## src/rtl/display_sequencer_pkg.sv

```systemverilog
// Shared types and constants for the display sequencer slice.
// Latency: n/a (declarations only).
// Backpressure: n/a (declarations only).
//
// Contents: view state enum, blank digit code, decimal-point masks,
// reset display word and a saturating 8-bit increment helper.
package display_seq_pkg;

  typedef enum logic {
    S_TIME = 1'b0,
    S_DATE = 1'b1
  } state_t;

  // The LED scanner blanks any digit carrying code F.
  localparam logic [3:0]  DIGIT_BLANK = 4'hF;

  // point[i] lights the DP of led(i+1): bits 4 and 2 sit after led5 and led3,
  // i.e. after H0/M0 in TIME view and after Y0/Mo0 in DATE view.
  localparam logic [7:0]  POINT_TIME  = 8'b0001_0100;
  localparam logic [7:0]  POINT_DATE  = 8'b0001_0100;

  localparam logic [39:0] DISP_RESET  = 40'hFFFF_FFFF_00;

  function automatic logic [7:0] sat_inc8(input logic [7:0] v);
    return (v == 8'hFF) ? v : v + 8'd1;
  endfunction

endpackage

```

## src/rtl/display_sequencer_if.sv

```systemverilog
// Bundles the data-side signals of the display sequencer.
// Latency: n/a (wiring only).
// Backpressure: none; all signals are free-running levels or pulses.
//
// master: source of button/tick/BCD inputs, sink of the display bus.
// slave : the sequencer itself.
interface display_sequencer_if;

  logic        btn0;          // raw push button, asynchronous, active high
  logic        tick_1hz;      // one-cycle pulse per second
  logic [23:0] time_bcd;      // {H1,H0,M1,M0,S1,S0}
  logic [31:0] date_bcd;      // {Y3,Y2,Y1,Y0,Mo1,Mo0,D1,D0}
  logic [39:0] display_bcd;   // {led8..led1 digit codes, point[7:0]}
  logic        display_year;  // 1 while DATE view is shown

  modport master (
    output btn0, tick_1hz, time_bcd, date_bcd,
    input  display_bcd, display_year
  );

  modport slave (
    input  btn0, tick_1hz, time_bcd, date_bcd,
    output display_bcd, display_year
  );

endinterface

```

## src/rtl/display_sequencer_btn_debounce.sv

```systemverilog
// Synchronises and debounces a raw push button, emitting one pulse per accepted press.
// Latency: 2 sync cycles + DEBOUNCE_CYCLES stable samples, then press pulses for 1 cycle.
// Backpressure: none; press is a fire-and-forget pulse.
//
// Ports: clk, reset_n (sync, active low), btn_in (raw async),
//        level (debounced level), press (1-cycle pulse on accepted 0->1).
module btn_debounce #(
  parameter int unsigned DEBOUNCE_CYCLES = 1_000_000
) (
  input  logic clk,
  input  logic reset_n,
  input  logic btn_in,
  output logic level,
  output logic press
);

  localparam int unsigned CW = (DEBOUNCE_CYCLES > 1) ? $clog2(DEBOUNCE_CYCLES) : 1;
  localparam logic [CW-1:0] CNT_LAST = CW'(DEBOUNCE_CYCLES - 1);

  logic          sync_q1;
  logic          sync_q2;
  logic [CW-1:0] stable_cnt;

  always_ff @(posedge clk) begin
    if (!reset_n) begin
      sync_q1    <= 1'b0;
      sync_q2    <= 1'b0;
      stable_cnt <= '0;
      level      <= 1'b0;
      press      <= 1'b0;
    end else begin
      sync_q1 <= btn_in;
      sync_q2 <= sync_q1;
      press   <= 1'b0;
      // Any sample that agrees with the accepted level restarts the run, so
      // only an unbroken run of DEBOUNCE_CYCLES differing samples flips it.
      if (sync_q2 == level) begin
        stable_cnt <= '0;
      end else if (stable_cnt == CNT_LAST) begin
        stable_cnt <= '0;
        level      <= sync_q2;
        press      <= sync_q2;
      end else begin
        stable_cnt <= stable_cnt + 1'b1;
      end
    end
  end

endmodule

```

## src/rtl/display_sequencer.sv

```systemverilog
// Chooses TIME or DATE view for the 8-digit scanner; button toggles, DATE auto-returns.
// Latency: display_bcd/display_year are registered, 1 cycle after an input or state change.
// Backpressure: none; the display bus is a continuously refreshed level.
//
// Ports: clk, reset_n (sync, active low), bus (display_sequencer_if.slave:
//        btn0, tick_1hz, time_bcd, date_bcd in; display_bcd, display_year out).
// Build option: DISPLAY_SEQ_AUTOCYCLE_EN adds an idle timer that switches
//        TIME -> DATE after AUTO_CYCLE_S seconds without a press.
module display_sequencer
  import display_seq_pkg::*;
#(
  parameter int unsigned DEBOUNCE_CYCLES = 1_000_000,
  parameter int unsigned DATE_HOLD_S     = 5,
  parameter int unsigned AUTO_CYCLE_S    = 30
) (
  input  logic              clk,
  input  logic              reset_n,
  display_sequencer_if.slave bus
);

  localparam logic [7:0] HOLD_LAST = 8'(DATE_HOLD_S - 1);

  state_t      state;
  logic [7:0]  hold_cnt;
  logic        press;
  logic [39:0] display_q;
  logic        year_q;

  btn_debounce #(
    .DEBOUNCE_CYCLES (DEBOUNCE_CYCLES)
  ) u_btn_debounce (
    .clk     (clk),
    .reset_n (reset_n),
    .btn_in  (bus.btn0),
    .level   (),
    .press   (press)
  );

`ifdef DISPLAY_SEQ_AUTOCYCLE_EN
  localparam logic [7:0] IDLE_LAST = 8'(AUTO_CYCLE_S - 1);
  logic [7:0] idle_cnt;
`endif

  always_ff @(posedge clk) begin
    if (!reset_n) begin
      state     <= S_TIME;
      hold_cnt  <= 8'd0;
`ifdef DISPLAY_SEQ_AUTOCYCLE_EN
      idle_cnt  <= 8'd0;
`endif
      display_q <= DISP_RESET;
      year_q    <= 1'b0;
    end else begin
      // Output reflects the state and inputs as they were before this edge.
      if (state == S_DATE) begin
        display_q <= {bus.date_bcd, POINT_DATE};
        year_q    <= 1'b1;
      end else begin
        display_q <= {DIGIT_BLANK, DIGIT_BLANK, bus.time_bcd, POINT_TIME};
        year_q    <= 1'b0;
      end

      // Press is tested first so it wins over a coincident tick.
      case (state)
        S_TIME: begin
          if (press) begin
            state    <= S_DATE;
            hold_cnt <= 8'd0;
`ifdef DISPLAY_SEQ_AUTOCYCLE_EN
            idle_cnt <= 8'd0;
          end else if (bus.tick_1hz) begin
            if (idle_cnt == IDLE_LAST) begin
              state    <= S_DATE;
              hold_cnt <= 8'd0;
              idle_cnt <= 8'd0;
            end else begin
              idle_cnt <= sat_inc8(idle_cnt);
            end
`endif
          end
        end
        S_DATE: begin
          if (press) begin
            state    <= S_TIME;
            hold_cnt <= 8'd0;
`ifdef DISPLAY_SEQ_AUTOCYCLE_EN
            idle_cnt <= 8'd0;
`endif
          end else if (bus.tick_1hz) begin
            if (hold_cnt == HOLD_LAST) begin
              state    <= S_TIME;
              hold_cnt <= 8'd0;
`ifdef DISPLAY_SEQ_AUTOCYCLE_EN
              idle_cnt <= 8'd0;
`endif
            end else begin
              hold_cnt <= sat_inc8(hold_cnt);
            end
          end
        end
        default: begin
          state    <= S_TIME;
          hold_cnt <= 8'd0;
        end
      endcase
    end
  end

  assign bus.display_bcd  = display_q;
  assign bus.display_year = year_q;

endmodule

```

## src/flat_wrapper.sv

```systemverilog
// flat-port wrapper written by rule: the top's interface ports become plain ports
module display_sequencer_flat import display_seq_pkg::*;
#(
  parameter int unsigned DEBOUNCE_CYCLES = 1_000_000,
  parameter int unsigned DATE_HOLD_S     = 5,
  parameter int unsigned AUTO_CYCLE_S    = 30
)
  (clk, reset_n, bus_btn0, bus_tick_1hz, bus_time_bcd, bus_date_bcd, bus_display_bcd, bus_display_year);
  display_sequencer_if bus_i ();
  input  logic clk;
  input  logic reset_n;
  input wire logic [$bits(bus_i.btn0)-1:0] bus_btn0;
  input wire logic [$bits(bus_i.tick_1hz)-1:0] bus_tick_1hz;
  input wire logic [$bits(bus_i.time_bcd)-1:0] bus_time_bcd;
  input wire logic [$bits(bus_i.date_bcd)-1:0] bus_date_bcd;
  output wire logic [$bits(bus_i.display_bcd)-1:0] bus_display_bcd;
  output wire logic [$bits(bus_i.display_year)-1:0] bus_display_year;
  assign bus_i.btn0 = bus_btn0;
  assign bus_i.tick_1hz = bus_tick_1hz;
  assign bus_i.time_bcd = bus_time_bcd;
  assign bus_i.date_bcd = bus_date_bcd;
  assign bus_display_bcd = bus_i.display_bcd;
  assign bus_display_year = bus_i.display_year;
  display_sequencer #(.DEBOUNCE_CYCLES(DEBOUNCE_CYCLES), .DATE_HOLD_S(DATE_HOLD_S), .AUTO_CYCLE_S(AUTO_CYCLE_S)) u_core (.clk(clk), .reset_n(reset_n), .bus(bus_i));
endmodule
```

## config.mk

```make
export PLATFORM = sky130hd
export DESIGN_NAME = display_sequencer_flat
export DESIGN_NICKNAME = d
export VERILOG_FILES = /design/src/rtl/display_sequencer_pkg.sv /design/src/rtl/display_sequencer_if.sv /design/src/rtl/display_sequencer_btn_debounce.sv /design/src/rtl/display_sequencer.sv /design/src/flat_wrapper.sv
export SDC_FILE = /design/constraint.sdc
export NUM_CORES = 1
export LEC_CHECK = 0
export ABC_AREA = 1
export ABC_CLOCK_PERIOD_IN_PS = 1300
export BUFFER_PORTS_ARGS = -buffer_cell sky130_fd_sc_hd__buf_2
export CAP_MARGIN = 20
export CORE_ASPECT_RATIO = 1.4
export CORE_MARGIN = 10
export CORE_UTILIZATION = 45
export CTS_CLUSTER_SIZE = 20
export DETAILED_ROUTE_END_ITERATION = 10
export PLACE_DENSITY = 0.77
export SKIP_CTS_REPAIR_TIMING = 1
export SKIP_LAST_GASP = 1
export SLEW_MARGIN = 5
export SYNTH_ARGS = -nofsm -noshare
export SYNTH_HDL_FRONTEND = slang
export SYNTH_SLANG_ARGS = --single-unit
export TNS_END_PERCENT = 100
```

## constraint.sdc

```tcl
create_clock -name clk -period 1.3 [get_ports clk]
set_input_delay 0.065 -clock clk [delete_from_list [all_inputs] [get_ports clk]]
set_output_delay 0.065 -clock clk [all_outputs]
set_load 0.01 [all_outputs]
```

==> metrics.yaml <==
die-area_sq_um: 10160
antenna_cells: 0
grtUsageTotal_pct: 15.16
synth_enable_flop_cells: 0
end_kind: "flip-flop"
fin_crit_sh_pct: 111.2
yosysMostFrequentCell: "nand2_1"
grt_pass1_wl_mm: 12.50
synth_cell_types: 32
syn_avg_cell_area_sq_um: 7.592
report.final.slew_viol_count: 0
hold_path_class: "input port to flip-flop"
pin_count: 101
fin_util_pct: 78.27
cap_viol_max_count: 0
final_layout_size_suffix_gt1_share_pct: 42.93
setup_tns_ns: -2.469
wire_per_inst_um: 18.47
hold-worst-slack_ns: -0.01859
final_nets: 646
clkTransAtPathRegs_ns: 0.08
die_w_um: 88.11
antenna_found_initial: 0
critPathMaxFanout: 5
nFillCells: 345
ys_seq_area_share_pct: 45.89
synthTopCellsByArea: "dfxtp_1, nand2_1, nand3_1"
dpl-instance-area_sq_um: 3777
grt-ovfl-total: 0
crit_chain: "ha_4, nand2_2, inv_2, nand2_4, nor2_4, nand2_8, buf_6, nand2_2, a21oi_2"
drtIter0Drc: 229
insertion_delay_ns: 0.34
place_congestion: 0.8469
firstDrtPassIters: 5
critPathMaxStageDelay_ns: 0.38
htreeDepth: 3
yosys_register_bits: 67
synth_warnings: 0
setup_slack_ns: -0.1458
die_y_um: 115.4
num_rows: 34
routed_wl_mm: 12.17
outcome: "finished with violations"
rsz0062_at_grt: "yes"
failed_checks: "negative hold slack, negative setup slack"
synth_top_area_cell: "dfxtp_1"
grt_max_degree: 26
ys.flop_type: "dfxtp_1"
power_mw: 4.662
min_period_ns: 1.446
ir_drop_uv: 834.9
design_area_sq_um: 4895
port-buffer-count: 94
cts_sinks: 67
worstPathRequired_ns: 1.53
initial_core_util_pct: 46.74
power_leakage_nw: 2.084
clock-root-buffer: "clkbuf_8"
crit_type: "flip-flop to flip-flop"
synthArstFlopShare_pct: 0
cp-start-kind: "flip-flop"
cts_buffer_depth: 2
synth.top_cell.area_share_pct: 45.89
area_delta_synth_final_pct: 67.47
synthCells: 385
skew_ns: 0.008062
cp_common_cell: "nand2_2"
num_vias: 3487
cts_tree: "done"
arrival_ns: 1.67
avgViaCountPerCell: 5.291
detail-route-antenna-nets: 0
setup_violations: 30
synth_area_sq_um: 2923
cts_made_buffers: 9
p_per_area_nw_per_um2: 952.4
cp_slowest_cell: "dfxtp_4"
synth_common_cells: "nand2_1, dfxtp_1, nand3_1"
hold_viol_final: 1
core_sq_um: 6254
rrSetupSlack_ns: -0.15
grt_pass1_vias: 2878
fmax_ghz: 0.6917
drc: 0
dp_hpwl_mm: 6.236
==> metrics by stage <==
step / hold WS, ns / setup WS [ns] / std cells
floorplan: 0.09272 / -0.06254 / 390
global placement: 0.2505 / -0.1509 / 579
detailed placement: 0.2485 / -0.1815 / 579
CTS: -0.1067 / -0.1920 / 594
global route: -0.006202 / -0.2220 / 659
finish: -0.01859 / -0.1458 / 659
==> worst max-delay path: cells and delay by family (launching register included) <==
kind,cells,cell delay (ns)
simple gates,5,0.51
flops,1,0.38
buf+inv,2,0.24
fa+ha+maj,1,0.14
compound gates,1,0.05
==> cells by family after synthesis <==
logic type / after synthesis / synth area share (%)
buffers and inverters: 57 / 9.075
AOI/OAI and AO/OA: 21 / 4.324
and+or+nand+nor: 230 / 37.50
other: 1 / 0.1283
xor gates and xnor gates: 6 / 1.798
DFF: 67 / 45.89
adders and majority gates: 3 / 1.284
==> layer usage <==
layer	up-vias	track usage (%)	share of wire, %
met5	-	0	0
met3	53	7.077	9.0
met1	1643	15.48	33
met2	198	26.07	53
li1	1593	-	-
met4	0	5.981	4.6
==> cell usage in the layout, fill, tap and decap left out, types with 2 or more instances in the layout <==
cell,count
nand3_1,34
or2_2,8
clkbuf_8,9
o21ai_0,4
inv_2,4
nor2_2,12
buf_2,94
nor2_4,8
clkinv_4,2
conb_1,6
nand3b_1,2
nand2_1,96
a31oi_1,2
bufinv_16,3
nand2_2,10
buf_12,2
nor3_1,2
clkinv_1,3
nand3_2,13
xor2_1,6
or2_0,3
a21oi_2,8
nand2_8,5
a21oi_1,4
buf_6,3
dfxtp_2,6
buf_4,43
dlygate4sd3_1,56
inv_1,31
dfxtp_1,58
ha_4,2
nand4_1,5
nor2_1,23
nor3_2,7
nand2_4,2
dfxtp_4,3
==> cell type report <==
type | instances | area (sq um) | area share [%]
multi-input cells | 269 | 1635 | 33.41
repair buffers | 198 | 1428 | 29.17
flip-flops and latches | 67 | 1360 | 27.79
inverters | 38 | 142.6 | 2.914
clock buffers | 9 | 123.9 | 2.531
clock inverters | 6 | 115.1 | 2.352
well taps | 72 | 90.09 | 1.840
==> power breakdown <==
| part | leakage [nW] | switching (mW) | internal, mW |
|---|---|---|---|
| Combinational | 1.41 | 0.200 | 0.240 |
| Sequential | 0.554 | 0.0219 | 2.09 |
| Clock | 0.115 | 0.839 | 1.27 |
| Total | 2.08 | 1.06 | 3.60 |
==> state kept, by name, summed over array words and instances (netlist names) <==
| signal | flops |
|---|---|
| u_core.hold_cnt | 8 |
| u_core.bus.display_year | 1 |
| u_core.u_btn_debounce.press | 1 |
| u_core.u_btn_debounce.level | 1 |
| u_core.u_btn_debounce.stable_cnt | 20 |
| u_core.state | 1 |
| u_core.bus.display_bcd | 33 |
| u_core.u_btn_debounce.sync_q1 | 1 |
| u_core.u_btn_debounce.sync_q2 | 1 |
==> path summary, 6_finish.rpt <==
| kind | start | endpoint | cells past startpoint |
|---|---|---|---|
| worst min-delay path | bus_date_bcd[0] | u_core.bus.display_bcd[8]$_SDFF_PN1_ | 3 |
| worst min register to register | u_core.u_btn_debounce.stable_cnt[0]$_SDFF_PP0_ | u_core.u_btn_debounce.stable_cnt[0]$_SDFF_PP0_ | 1 |
| worst max-delay path | u_core.u_btn_debounce.stable_cnt[0]$_SDFF_PP0_ | u_core.u_btn_debounce.level$_SDFFE_PN0P_ | 9 |
| worst max register to register | u_core.u_btn_debounce.stable_cnt[0]$_SDFF_PP0_ | u_core.u_btn_debounce.level$_SDFFE_PN0P_ | 9 |
(Power assumes the default switching activity.)
